**config.mk**
```make
export PLATFORM = sky130hd
export DESIGN_NAME = event_frame_arbiter_flat
export DESIGN_NICKNAME = d
export VERILOG_FILES = /design/src/rtl/event_frame_arbiter_if.sv /design/src/rtl/event_frame_arbiter.sv /design/src/flat_wrapper.sv
export SDC_FILE = /design/constraint.sdc
export NUM_CORES = 1
export LEC_CHECK = 0
export ABC_AREA = 1
export CAP_MARGIN = 20
export CORE_AREA = 2 2 251 278
export CTS_CLUSTER_SIZE = 30
export DETAILED_ROUTE_END_ITERATION = 8
export DIE_AREA = 0 0 253 280
export DONT_BUFFER_PORTS = 1
export PLACE_DENSITY = 0.6
export SYNTH_ARGS = -nofsm -noshare
export SYNTH_HDL_FRONTEND = slang
export SYNTH_SLANG_ARGS = --single-unit
```
**constraint.sdc**
```tcl
create_clock -name clk -period 2.7 [get_ports clk]
set_clock_uncertainty 0.1 [all_clocks]
set_input_delay 0.54 -clock clk [delete_from_list [all_inputs] [get_ports clk]]
set_output_delay 0.54 -clock clk [all_outputs]
set_load 0.01 [all_outputs]
```
**src/rtl/event_frame_arbiter_if.sv**
```systemverilog
// Bus between the event producers, the frame arbiter and the downstream sender.
// Handshake: a frame moves on every rising clk edge where o_valid && i_ready.
// Once o_valid is high, o_valid and o_data stay unchanged until that edge.
interface event_frame_arbiter_if #(
  parameter int NUM_CH    = 7,
  parameter int TAG_W     = 4,
  parameter int PAYLOAD_W = 60
);
  logic [NUM_CH-1:0]           i_trig;
  logic [NUM_CH*PAYLOAD_W-1:0] i_payload;
  logic                        i_ready;
  logic                        i_ovf_clr;
  logic                        o_valid;
  logic [TAG_W+PAYLOAD_W-1:0]  o_data;
  logic [NUM_CH-1:0]           o_overflow;
  logic                        o_busy;

  // Producer/consumer side: drives events and ready, observes frames.
  modport master (
    output i_trig, i_payload, i_ready, i_ovf_clr,
    input  o_valid, o_data, o_overflow, o_busy
  );

  // Arbiter side.
  modport slave (
    input  i_trig, i_payload, i_ready, i_ovf_clr,
    output o_valid, o_data, o_overflow, o_busy
  );
endinterface

```
**src/rtl/event_frame_arbiter.sv**
```systemverilog
// Per-channel event holding slots with a single registered output frame.
// Pending slots are granted in fixed-priority or round-robin order and sent
// as {channel+1, payload}. Events hitting a busy slot are dropped and flagged.
module event_frame_arbiter #(
  parameter int NUM_CH    = 7,
  parameter int TAG_W     = 4,
  parameter int PAYLOAD_W = 60,
  parameter int ARB_MODE  = 0
) (
  input  logic                 clk,
  input  logic                 rst,
  event_frame_arbiter_if.slave bus
);
  localparam int LG_W = (NUM_CH > 1) ? $clog2(NUM_CH) : 1;
  localparam int DW   = TAG_W + PAYLOAD_W;

  logic [PAYLOAD_W-1:0] slot_q [NUM_CH];
  logic [PAYLOAD_W-1:0] slot_d [NUM_CH];
  logic [NUM_CH-1:0]    pend_q, pend_d;
  logic [NUM_CH-1:0]    ovf_q, ovf_d;
  logic                 valid_q, valid_d;
  logic [DW-1:0]        data_q, data_d;
  logic [LG_W-1:0]      last_q, last_d;

  logic                 found;
  logic [LG_W-1:0]      gnt;
  logic [LG_W:0]        rr_idx;
  logic                 can_load;
  logic                 grant;
  logic [NUM_CH-1:0]    ovf_set;

  // Pick the winning pending slot; round robin starts just after the last grant.
  always_comb begin
    found  = 1'b0;
    gnt    = '0;
    rr_idx = '0;
    if (ARB_MODE == 0) begin
      for (int c = NUM_CH - 1; c >= 0; c--) begin
        if (pend_q[c]) begin
          found = 1'b1;
          gnt   = LG_W'(c);
        end
      end
    end else begin
      for (int k = 0; k < NUM_CH; k++) begin
        rr_idx = {1'b0, last_q} + (LG_W+1)'(k + 1);
        if (rr_idx >= (LG_W+1)'(NUM_CH)) rr_idx = rr_idx - (LG_W+1)'(NUM_CH);
        if (!found && pend_q[rr_idx[LG_W-1:0]]) begin
          found = 1'b1;
          gnt   = rr_idx[LG_W-1:0];
        end
      end
    end
  end

  // Next state for slots, output frame, last grant and sticky overflow.
  always_comb begin
    can_load = !valid_q || bus.i_ready;
    grant    = can_load && found;
    pend_d   = pend_q;
    slot_d   = slot_q;
    valid_d  = valid_q;
    data_d   = data_q;
    last_d   = last_q;
    ovf_set  = '0;

    if (grant) begin
      pend_d[gnt] = 1'b0;
      valid_d     = 1'b1;
      data_d      = {TAG_W'(gnt) + TAG_W'(1), slot_q[gnt]};
      last_d      = gnt;
    end else if (can_load) begin
      valid_d = 1'b0;
    end

    // A retrigger on the slot being granted refills it rather than overflowing.
    for (int c = 0; c < NUM_CH; c++) begin
      if (bus.i_trig[c]) begin
        if (!pend_q[c] || (grant && (gnt == LG_W'(c)))) begin
          slot_d[c] = bus.i_payload[c*PAYLOAD_W +: PAYLOAD_W];
          pend_d[c] = 1'b1;
        end else begin
          ovf_set[c] = 1'b1;
        end
      end
    end

    ovf_d = (bus.i_ovf_clr ? '0 : ovf_q) | ovf_set;
  end

  // State registers; reset discards every slot and the output frame.
  always_ff @(posedge clk or negedge rst) begin
    if (!rst) begin
      for (int c = 0; c < NUM_CH; c++) slot_q[c] <= '0;
      pend_q  <= '0;
      ovf_q   <= '0;
      valid_q <= 1'b0;
      data_q  <= '0;
      last_q  <= LG_W'(NUM_CH - 1);
    end else begin
      for (int c = 0; c < NUM_CH; c++) slot_q[c] <= slot_d[c];
      pend_q  <= pend_d;
      ovf_q   <= ovf_d;
      valid_q <= valid_d;
      data_q  <= data_d;
      last_q  <= last_d;
    end
  end

  assign bus.o_valid    = valid_q;
  assign bus.o_data     = data_q;
  assign bus.o_overflow = ovf_q;
  assign bus.o_busy     = (|pend_q) | valid_q;
endmodule

```
**src/flat_wrapper.sv**
```systemverilog
// flat-port wrapper written by rule: the top's interface ports become plain ports
module event_frame_arbiter_flat 
#(
  parameter int NUM_CH    = 7,
  parameter int TAG_W     = 4,
  parameter int PAYLOAD_W = 60,
  parameter int ARB_MODE  = 0
)
  (clk, rst, bus_i_trig, bus_i_payload, bus_i_ready, bus_i_ovf_clr, bus_o_valid, bus_o_data, bus_o_overflow, bus_o_busy);
  event_frame_arbiter_if #(.NUM_CH(NUM_CH), .TAG_W(TAG_W), .PAYLOAD_W(PAYLOAD_W)) bus_i ();
  input  logic clk;
  input  logic rst;
  input wire logic [$bits(bus_i.i_trig)-1:0] bus_i_trig;
  input wire logic [$bits(bus_i.i_payload)-1:0] bus_i_payload;
  input wire logic [$bits(bus_i.i_ready)-1:0] bus_i_ready;
  input wire logic [$bits(bus_i.i_ovf_clr)-1:0] bus_i_ovf_clr;
  output wire logic [$bits(bus_i.o_valid)-1:0] bus_o_valid;
  output wire logic [$bits(bus_i.o_data)-1:0] bus_o_data;
  output wire logic [$bits(bus_i.o_overflow)-1:0] bus_o_overflow;
  output wire logic [$bits(bus_i.o_busy)-1:0] bus_o_busy;
  assign bus_i.i_trig = bus_i_trig;
  assign bus_i.i_payload = bus_i_payload;
  assign bus_i.i_ready = bus_i_ready;
  assign bus_i.i_ovf_clr = bus_i_ovf_clr;
  assign bus_o_valid = bus_i.o_valid;
  assign bus_o_data = bus_i.o_data;
  assign bus_o_overflow = bus_i.o_overflow;
  assign bus_o_busy = bus_i.o_busy;
  event_frame_arbiter #(.NUM_CH(NUM_CH), .TAG_W(TAG_W), .PAYLOAD_W(PAYLOAD_W), .ARB_MODE(ARB_MODE)) u_core (.clk(clk), .rst(rst), .bus(bus_i));
endmodule
```
-- After elaboration in Yosys (flattened, before gate mapping)
Cells that the tools add are included.
- bits in registers: 499
- bits in latches: 0
- bits in writable memories: 0
- memory bits (read-only): 0
- input port bits: 431
- output and inout port bits: 73
- memories: 0
- add/sub/neg operators: 1
- multiply operators: 0
- div/mod/pow operators: 0
- $lt $le $gt $ge: 3
- eq/ne operators: 6
- shift operators: 0
- mux-type cells: 51
- bitwise logic cells: 5
- reduce and logical (&&, ||, !) cells: 35
- operators with widths (cell ; number):
    binary-select mux 60 bit (select 3 bit) ; 1
    2-to-1 mux 60 bit ; 2
    2-to-1 mux 1 bit ; 38
    2-to-1 mux 3 bit ; 7
    2-to-1 mux 7 bit ; 2
    AND reduction 2 bit ; 7
    == test 3 bit, second input constant ; 3
    logical AND 1 bit ; 9
    zero test 1 bit ; 8
    logical OR 1 bit ; 8
    AND 7 bit ; 1
    inverter 7 bit ; 1
    OR 7 bit ; 1
    OR reduction 7 bit ; 1
    == test 3 x 2 -> 1 bit, second input constant ; 2
    adder 3 x 1 -> 4 bit, second input constant ; 1
    >= comparator 4 bit, second input constant ; 1
    < comparator 3 x 4 -> 1 bit, second input constant ; 1
    inverter 3 -> 4 bit ; 1
    demux 1 bit (select 3 bit) ; 1
    == test 3 x 1 -> 1 bit, second input constant ; 1
    >= comparator 3 x 1 -> 1 bit, second input constant ; 1
    zero test 3 bit ; 1
    nonzero test 2 bit ; 1
    OR 1 bit ; 1

-- Longest topological paths before layout
Gate-level depths: netlist of the first run.
- depth in word-level cells: 16
- gate-level depth with buffers: 19
- mapped depth without buffers: 15

-- Worst setup path before layout of the first run
Ideal clock, no wire load.
- kind: reg2reg
- from: register u_core.pend_q[4]
- to: register u_core.slot_q[0] (netlist name)
- arrival time: 2163 ps
- required time: 2475 ps
- slack: 312 ps
- stages on the path, launching flop included: 15
- buffers on the path: 3
- cells stage by stage: dfrtp_1 > inv_2 > nand2_1 > nand2_1 > nand2_1 > nand2_2 > nand2_2 > buf_2 > buf_2 > ha_1 > nand2_1 > o21ai_1 > nand2_1 > buf_2 > mux2_2
- word-level cells in the longest chain between the ends: 9
- elaborated cells between the ends (all ways): 15
- classes of those cells: eq/ne (1); mux (10); reduce/logical (4)
- RTL lines (item ; line ; RTL):
    from (decl) ; event_frame_arbiter.sv:19 ; logic [NUM_CH-1:0] pend_q, pend_d;
    from (signal assigned) ; event_frame_arbiter.sv:102 ; pend_q <= pend_d;
    2-to-1 mux 3 bit or 2-to-1 mux 1 bit (tied branches) (5 in series) ; event_frame_arbiter.sv:39 ; if (pend_q[c]) begin
    == test 3 bit or logical AND 1 bit (tied branches) ; event_frame_arbiter.sv:79, event_frame_arbiter.sv:59 ;
    logical AND 1 bit * ; event_frame_arbiter.sv:79 ; if (!pend_q[c] || (grant && (gnt == LG_W'(c)))) begin
    logical OR 1 bit * ; event_frame_arbiter.sv:79 ;
    AND reduction 2 bit (no line) * ; n/a ;
    to (decl) ; event_frame_arbiter.sv:17 ; logic [PAYLOAD_W-1:0] slot_q [NUM_CH];
Every way passes the cells marked *; elsewhere a longest branch is shown, timed or not.
A chain may end at the register's enable or synchronous reset.

-- Worst setup path in the final report of the first run
- from: register u_core.pend_q[4]
- to: register u_core.slot_q[26] (netlist name)
The elaborated chain is that of the path after synthesis.

==> results of run 1 <==
-- placed cells by master, fill, tap and decap left out, types with 29 or more instances in the layout --
master         synthesis  final
clkbuf_16              0     58
nor2_1               487    485
inv_1                319    318
dlygate4sd3_1          0    427
buf_12                 0     29
mux2_2                60     60
nand2_1              515    508
dfrtp_1              499    499
nand3_1              431    431
a21oi_1              411    411
buf_4                  3     42
-- flip-flops by register name, indices dropped and copies added, names as in the netlist --
| name | cells |
|---|---|
| u_core.bus.o_data | 64 |
| u_core.bus.o_overflow | 7 |
| u_core.bus.o_valid | 1 |
| u_core.pend_q | 7 |
| u_core.slot_q | 420 |
-- final cells by class --
| cell class | count | area (sq um) |
|---|---|---|
| sequential | 499 | 12500 |
| fill | 6518 | 37100 |
| multi-input combinational | 1943 | 9060 |
| tap | 875 | 1090 |
| clock buffer | 77 | 1650 |
| inverter | 326 | 1230 |
| clock inverter | 33 | 337 |
| antenna | 23 | 57.6 |
| timing repair buffer | 499 | 5200 |
-- final timing paths --
check                                      to               start  cells past startpoint  slack (ps)
setup / recovery            u_core.slot_q[26]    u_core.pend_q[4]                     12         130
setup reg to reg            u_core.slot_q[26]    u_core.pend_q[4]                     12         130
min in group clk           u_core.slot_q[168]       bus_i_trig[4]                      2          20
max in group asynchronous  u_core.slot_q[136]                 rst                      0        1880
hold reg to reg            u_core.slot_q[124]  u_core.slot_q[124]                      2         370
hold / removal             u_core.slot_q[354]                 rst                      0        -460
-- timing repair --
action	4_1_cts	5_1_grt
buffers inserted	0	0
hold endpoints to repair	924	499
resized for setup	0	4
setup endpoints to repair	0	40
-- metal layers --
layer / track usage [%] / routed length, microns / share of wire, % / up-vias
li1: - / - / - / 10200
met1: 29.3 / 34600 / 38 / 10600
met4: 11.5 / 4500 / 5.0 / 12
met2: 43.0 / 45000 / 50 / 929
met3: 5.07 / 5940 / 6.6 / 249
met5: 0 / 69 / 0.077 / -
-- stage by stage --
step                      util [%]  setup WS, ps  hold WS (ps)  total power [mW]
after CTS                     45.5          77.8          -523              33.0
final                         45.6           128          -458              32.9
after global placement        36.3           144           162              23.8
after floorplan                  -           312           144              20.1
after detailed placement      36.3           112           163              24.1
after global routing          45.6         -18.4          -494              35.1
-- logic make-up after synthesis --
family,after synthesis,synth area share [%]
AOI/OAI and AO/OA,437,9.43
adders and majority gates,4,0.212
buffers and inverters,532,9.25
DFF,499,52.9
muxes,60,2.86
and+or+nand+nor,1441,25.4
-- power groups by stage --
stage	clock, mW	combinational, mW	sequential (mW)
2_1_floorplan	0	7.97	12.2
3_3_place_gp	0	11.1	12.7
3_5_place_dp	0	11.3	12.8
4_1_cts	8.43	11.9	12.7
5_1_grt	8.72	13.3	13.0
6_report	8.24	12.0	12.7
==> impl_results.md, run 1 <==
* Global-route wire length before repair at 134 mm
* Synth Cell Area at 23,600 sq um
* Detailed-route wire length at 90.1 mm
* Critical path's top delay family: simple AND/OR/NAND/NOR gates
* Vias per Instance at 5.14
* Violated checks: negative hold slack
* LEAKAGE at 15.1 nW
* Crit-path cells: inv_2 -> nand2_1 -> nand2_1 -> nand2_1 -> nand2_8 -> nand2_4 -> ha_1 -> nand2_1 -> o21ai_2 -> nand2_4 -> buf_12 -> mux2_2
* Synth warnings at 0
* Synth top area share at 52.9%
* Max incr delay on CP at 430 ps
* Worst EP required at 3080 ps
* Most used cell, CP: nand2_1
* Detailed placer's ending HPWL at 57.0 mm
* Overflow after GRT at 0
* 1st-pass router iterations at 8
* Syn nets at 3,408
* Final instance area at 31,100 sq um
* CP Max Fanout at 61
* Die width at 253 microns
* Power Internal at 19.8 mW
* Placed cell count at 3,713
* Layout cell share with drive strength beyond 1 at 8.08%
* CTS Root Cell: clkbuf_16
* Critical path class: flip-flop to flip-flop
* Crit path time final at 2570 ps
* Buf+Inv Stages, Crit Path at 2
* IO buf count at 0
* Die outline area at 70,800 sq um
* Initial antenna violation count at 27
* Iter 0 DRT Violations at 1,863
* Hold_ws at -458 ps
* Synth cell count leaders: 515 x nand2_1, 499 x dfrtp_1, 487 x nor2_1
* Max rail drop VDD at 0.000731 V
* Pwr/cell area at 1060 nW/um^2
* Number of synthesized register bits at 499
* Outcome: finished with violations
* Layout Nets at 3,762
* Placed inst area at 24,700 sq um
* Slew headroom at 10.8%
* Period Utilization, post-route at 95.3%
* CTS H-tree lvls at 2
* Max-Cap Viols at 0
* CTS tree: done
* Most common cell in the netlist: nand2_1
* Top_reg_cell synth: dfrtp_1
* Actual slew at the worst max-slew pin at 1340 ps
* Clock share of power at 25.0%
* Clk pin slew, worst setup/hold paths at 60 ps
* Hold buffers post-CTS at 428
* Die H at 280 microns
* # clock sinks at 499
* FP Rows at 101
* Comb pwr share at 36.3%
* Longest Clk Path Bufs at 3
* Largest cells by area after synthesis: dfrtp_1 53%, nand3_1 9.1%, a21oi_1 8.7%, nand2_1 8.2%, nor2_1 7.7%
* Sw Share at 39.8%
* GP Congestion at 0.894
* Final Max Slew Viols at 0
* Core ar. at 68,200 sq um
* Worst endpoint data arrival time at 2960 ps
* Initial cell density of the core at 34.6%
* I/O pin total at 504
* Startpoint type of the worst setup path: flip-flop
* Max Clock Freq at 389 MHz
* P&R area growth vs syn at 31.8%
* Setup TNS at 0 ps
* Overall Global Routing Usage at 24.8%
* Sw Pwr at 13.1 mW
* Post-Syn Instances at 2,973
* Number of global-route vias before repair at 22,200
* Fin. Hold Viols at 499
* Post-synth EDFFs at 0
* Synth async-reset ratio at 100%
* Slowest stage cell, crit path: dfrtp_1
* Syn Area/Cell at 7.94 sq um
* Vias at 22,000
* Clock Latency Late Sink at 630 ps
* Residual DRC count at 0
* Element type at the critical path end: flip-flop
* DRT antenna net count at 0
* Sequential power share at 38.6%
* CTS Buf Count at 58
* Area leader, netlist: dfrtp_1
* Final Instance Count excl. Fillers at 4,275
* DR WL/cell at 21.1 microns
* Worst min path class: input port to asynchronous set/reset pin
* Distinct cell type count after synthesis at 25
* Sequential-to-total area share from yosys stat at 52.9%
* Pin count of the biggest net entering global routing at 500
* Setup violation total in the final timing report at 0
(Power assumes the default switching activity.)
==> run 2, diff against run 1 <==
Settings changed: CORE_AREA 2 2 251 278 to 2 2 216 324, DIE_AREA 0 0 253 280 to 0 0 218 326.
==> impl_results.md, run 2 (synthesis results as in run 1) <==
* Cells on worst reg2reg path at 11 (-1)
* Violated checks: negative hold slack
* Longest Clk Path Bufs at 3 (unchanged)
* CTS H-tree lvls at 2 (unchanged)
* Hold_ws at -475 ps (-16.1 ps)
* I/O pin total at 504 (unchanged)
* # clock sinks at 499 (unchanged)
* Max-Cap Viols at 0 (unchanged)
* Worst min path class: input port to asynchronous set/reset pin
* Slew headroom at 16.8% (+6.0 points)
* Vias per Instance at 5.06 (-1.5%)
* Max Clock Freq at 390 MHz (+0.29%)
* Layout cell share with drive strength beyond 1 at 7.03% (-1.1 points)
* Die outline area at 71,100 sq um (+0.32%)
* Iter 0 DRT Violations at 1,838 (-1.3%)
* R2R Path Start: u_core.pend_q[4]
* Sequential power share at 39.4% (+0.8 points)
* Worst r2r dst: u_core.bus.o_data[42]
* GP Congestion at 0.894 (about the same)
* Crit path time final at 2560 ps (-7.39 ps)
* DRT antenna net count at 0 (unchanged)
* Global-route wire length before repair at 133 mm (-0.48%)
* IO buf count at 0 (unchanged)
* Overflow after GRT at 0 (unchanged)
* Outcome: finished with violations
* Power Internal at 19.6 mW (-0.98%)
* Most common cell after layout, fill and taps aside: nand2_1
* Setup violation total in the final timing report at 0 (unchanged)
* Clk pin slew, worst setup/hold paths at 70 ps (about the same)
* Element type at the critical path end: primary output
* Clock share of power at 24.5% (-0.5 points)
* RSZ-0062 raised after global routing: no
* Top reg by flops: u_core.slot_q
* CTS Root Cell: clkbuf_16
* Placed cell count at 3,720 (+0.19%)
* Residual DRC count at 0 (unchanged)
* Hold buffers post-CTS at 428 (unchanged)
* Sw Share at 39.4% (-0.39 points)
* Fin. Hold Viols at 499 (unchanged)
* R2R Setup Slk at 210 ps (+80 ps)
* Layout Nets at 3,738 (-0.64%)
* Period Utilization, post-route at 95.0% (-0.27 points)
* Detailed-route wire length at 88.5 mm (-1.8%)
* Actual slew at the worst max-slew pin at 1250 ps (-90.7 ps)
* Die H at 326 microns (+16%)
* DR WL/cell at 20.7 microns (-1.5%)
* Worst endpoint data arrival time at 1920 ps (-1040 ps)
* Pwr/cell area at 1050 nW/um^2 (-0.58%)
* Comb pwr share at 36.1% (-0.2 points)
* Sw Pwr at 12.8 mW (-2.6%)
* CP Max Fanout at 12 (-80%)
* Number of global-route vias before repair at 21,800 (-2.0%)
* Max rail drop VDD at 0.000712 V (-2.6%)
* Pin count of the biggest net entering global routing at 500 (unchanged)
* Most frequent cells in the layout: 508 x nand2_1, 499 x dfrtp_1, 485 x nor2_1, 431 x nand3_1, 427 x dlygate4sd3_1
* Detailed placer's ending HPWL at 57.7 mm (+1.3%)
* Final Max Slew Viols at 0 (unchanged)
* Final Util at 45.0% (-0.65 points)
* 1st-pass router iterations at 8 (unchanged)
* Vias at 21,600 (-1.8%)
* Overall Global Routing Usage at 24.5% (-0.30 points)
* P&R area growth vs syn at 30.4%
* Final Power at 32.4 mW (-1.6%)
* Worst EP required at 2060 ps (-1020 ps)
* Number of flip-flops in the largest register at 420 (unchanged)
* Final Instance Count excl. Fillers at 4,263 (-0.28%)
* Startpoint type of the worst setup path: flip-flop
* LEAKAGE at 14.9 nW (-1.3%)
* Initial cell density of the core at 34.5% (-0.13 points)
* Clock Latency Late Sink at 630 ps (about the same)
* Critical path class: flip-flop to primary output
* Initial antenna violation count at 22 (-19%)
* Core ar. at 68,500 sq um (+0.39%)
* Setup TNS at 0 ps (unchanged)
* Die width at 218 microns (-14%)
* CTS Buf Count at 53 (-8.6%)
* CTS tree: done
* FP Rows at 118 (+17%)
==> run 2: cell types whose count changed in the layout (fill, tap and decap cells not counted), moves of 2 or more <==
cell	previous run	this run
o21ai_1	0	2
clkbuf_1	6	8
clkinv_4	5	0
clkbuf_8	13	6
diode_2	23	20
nand2_4	6	8
clkbuf_16	58	55
buf_4	42	26
bufinv_16	5	8
clkinvlp_4	2	4
clkinv_2	17	10
buf_6	0	2
buf_12	29	25
nand2_2	3	1
==> run 2: layout make-up <==
class,instances,area (sq um)
Clock inverter,26,358
Timing Repair Buffer,481,5020
Sequential cell,499,12500
Antenna cell,20,50.0
Clock buffer,69,1490
Tap cell,900,1130
Inverter,326,1230
Fill cell,6608,37700
Multi-Input combinational cell,1942,9040
==> run 2: how the worst max path moves through the flow <==
stage	start	to	slack [ps]	cells after the start
finish	u_core.pend_q[0]	bus_o_busy	140	4
global route	u_core.pend_q[0]	bus_o_busy	30	4
CTS	u_core.pend_q[0]	bus_o_busy	50	4
detailed placement	u_core.pend_q[4]	u_core.bus.o_data[42]	120	11
global placement	u_core.pend_q[4]	u_core.bus.o_data[42]	120	11
floorplan	u_core.pend_q[4]	u_core.slot_q[0]	310	14
==> run 2: layer usage <==
layer / share of wire (%) / up-vias / track usage [%] / wire length, microns
met4: 4.4 / 6 / 10.7 / 3880
met5: 0.037 / - / 0 / 33
met2: 46 / 904 / 39.2 / 41100
met1: 42 / 10400 / 31.7 / 36900
met3: 7.3 / 194 / 5.29 / 6490
li1: - / 10100 / - / -
==> run 2: power groups by stage <==
stage | logic, mW | registers, mW | clock network [mW]
floorplan | 7.97 | 12.2 | 0
global placement | 10.8 | 12.8 | 0
detailed placement | 11.0 | 12.9 | 0
CTS | 11.6 | 12.7 | 8.15
global route | 13.1 | 13.1 | 8.41
finish | 11.7 | 12.8 | 7.95
==> run 2: critical path, stage by stage (launching register included) <==
cell and delay (ps):
dfrtp_1 470, inv_8 170, nand4_4 200, nor2_2 260
nand2_1 200
==> run 2: repair_timing <==
action / 4_1_cts / 5_1_grt
endpoints found under the hold margin: 926 / 499
setup buffers: 0 / 0
resized for setup: 0 / 2
setup endpoints to repair: 0 / 5
==> run 2: through the flow <==
| step | setup slack, ps | cell area, sq um |
|---|---|---|
| after floorplan | 312 | 23600 |
| after global placement | 125 | 24600 |
| after detailed placement | 118 | 24600 |
| after CTS | 52.0 | 30700 |
| after global routing | 25.2 | 30800 |
| final | 135 | 30800 |
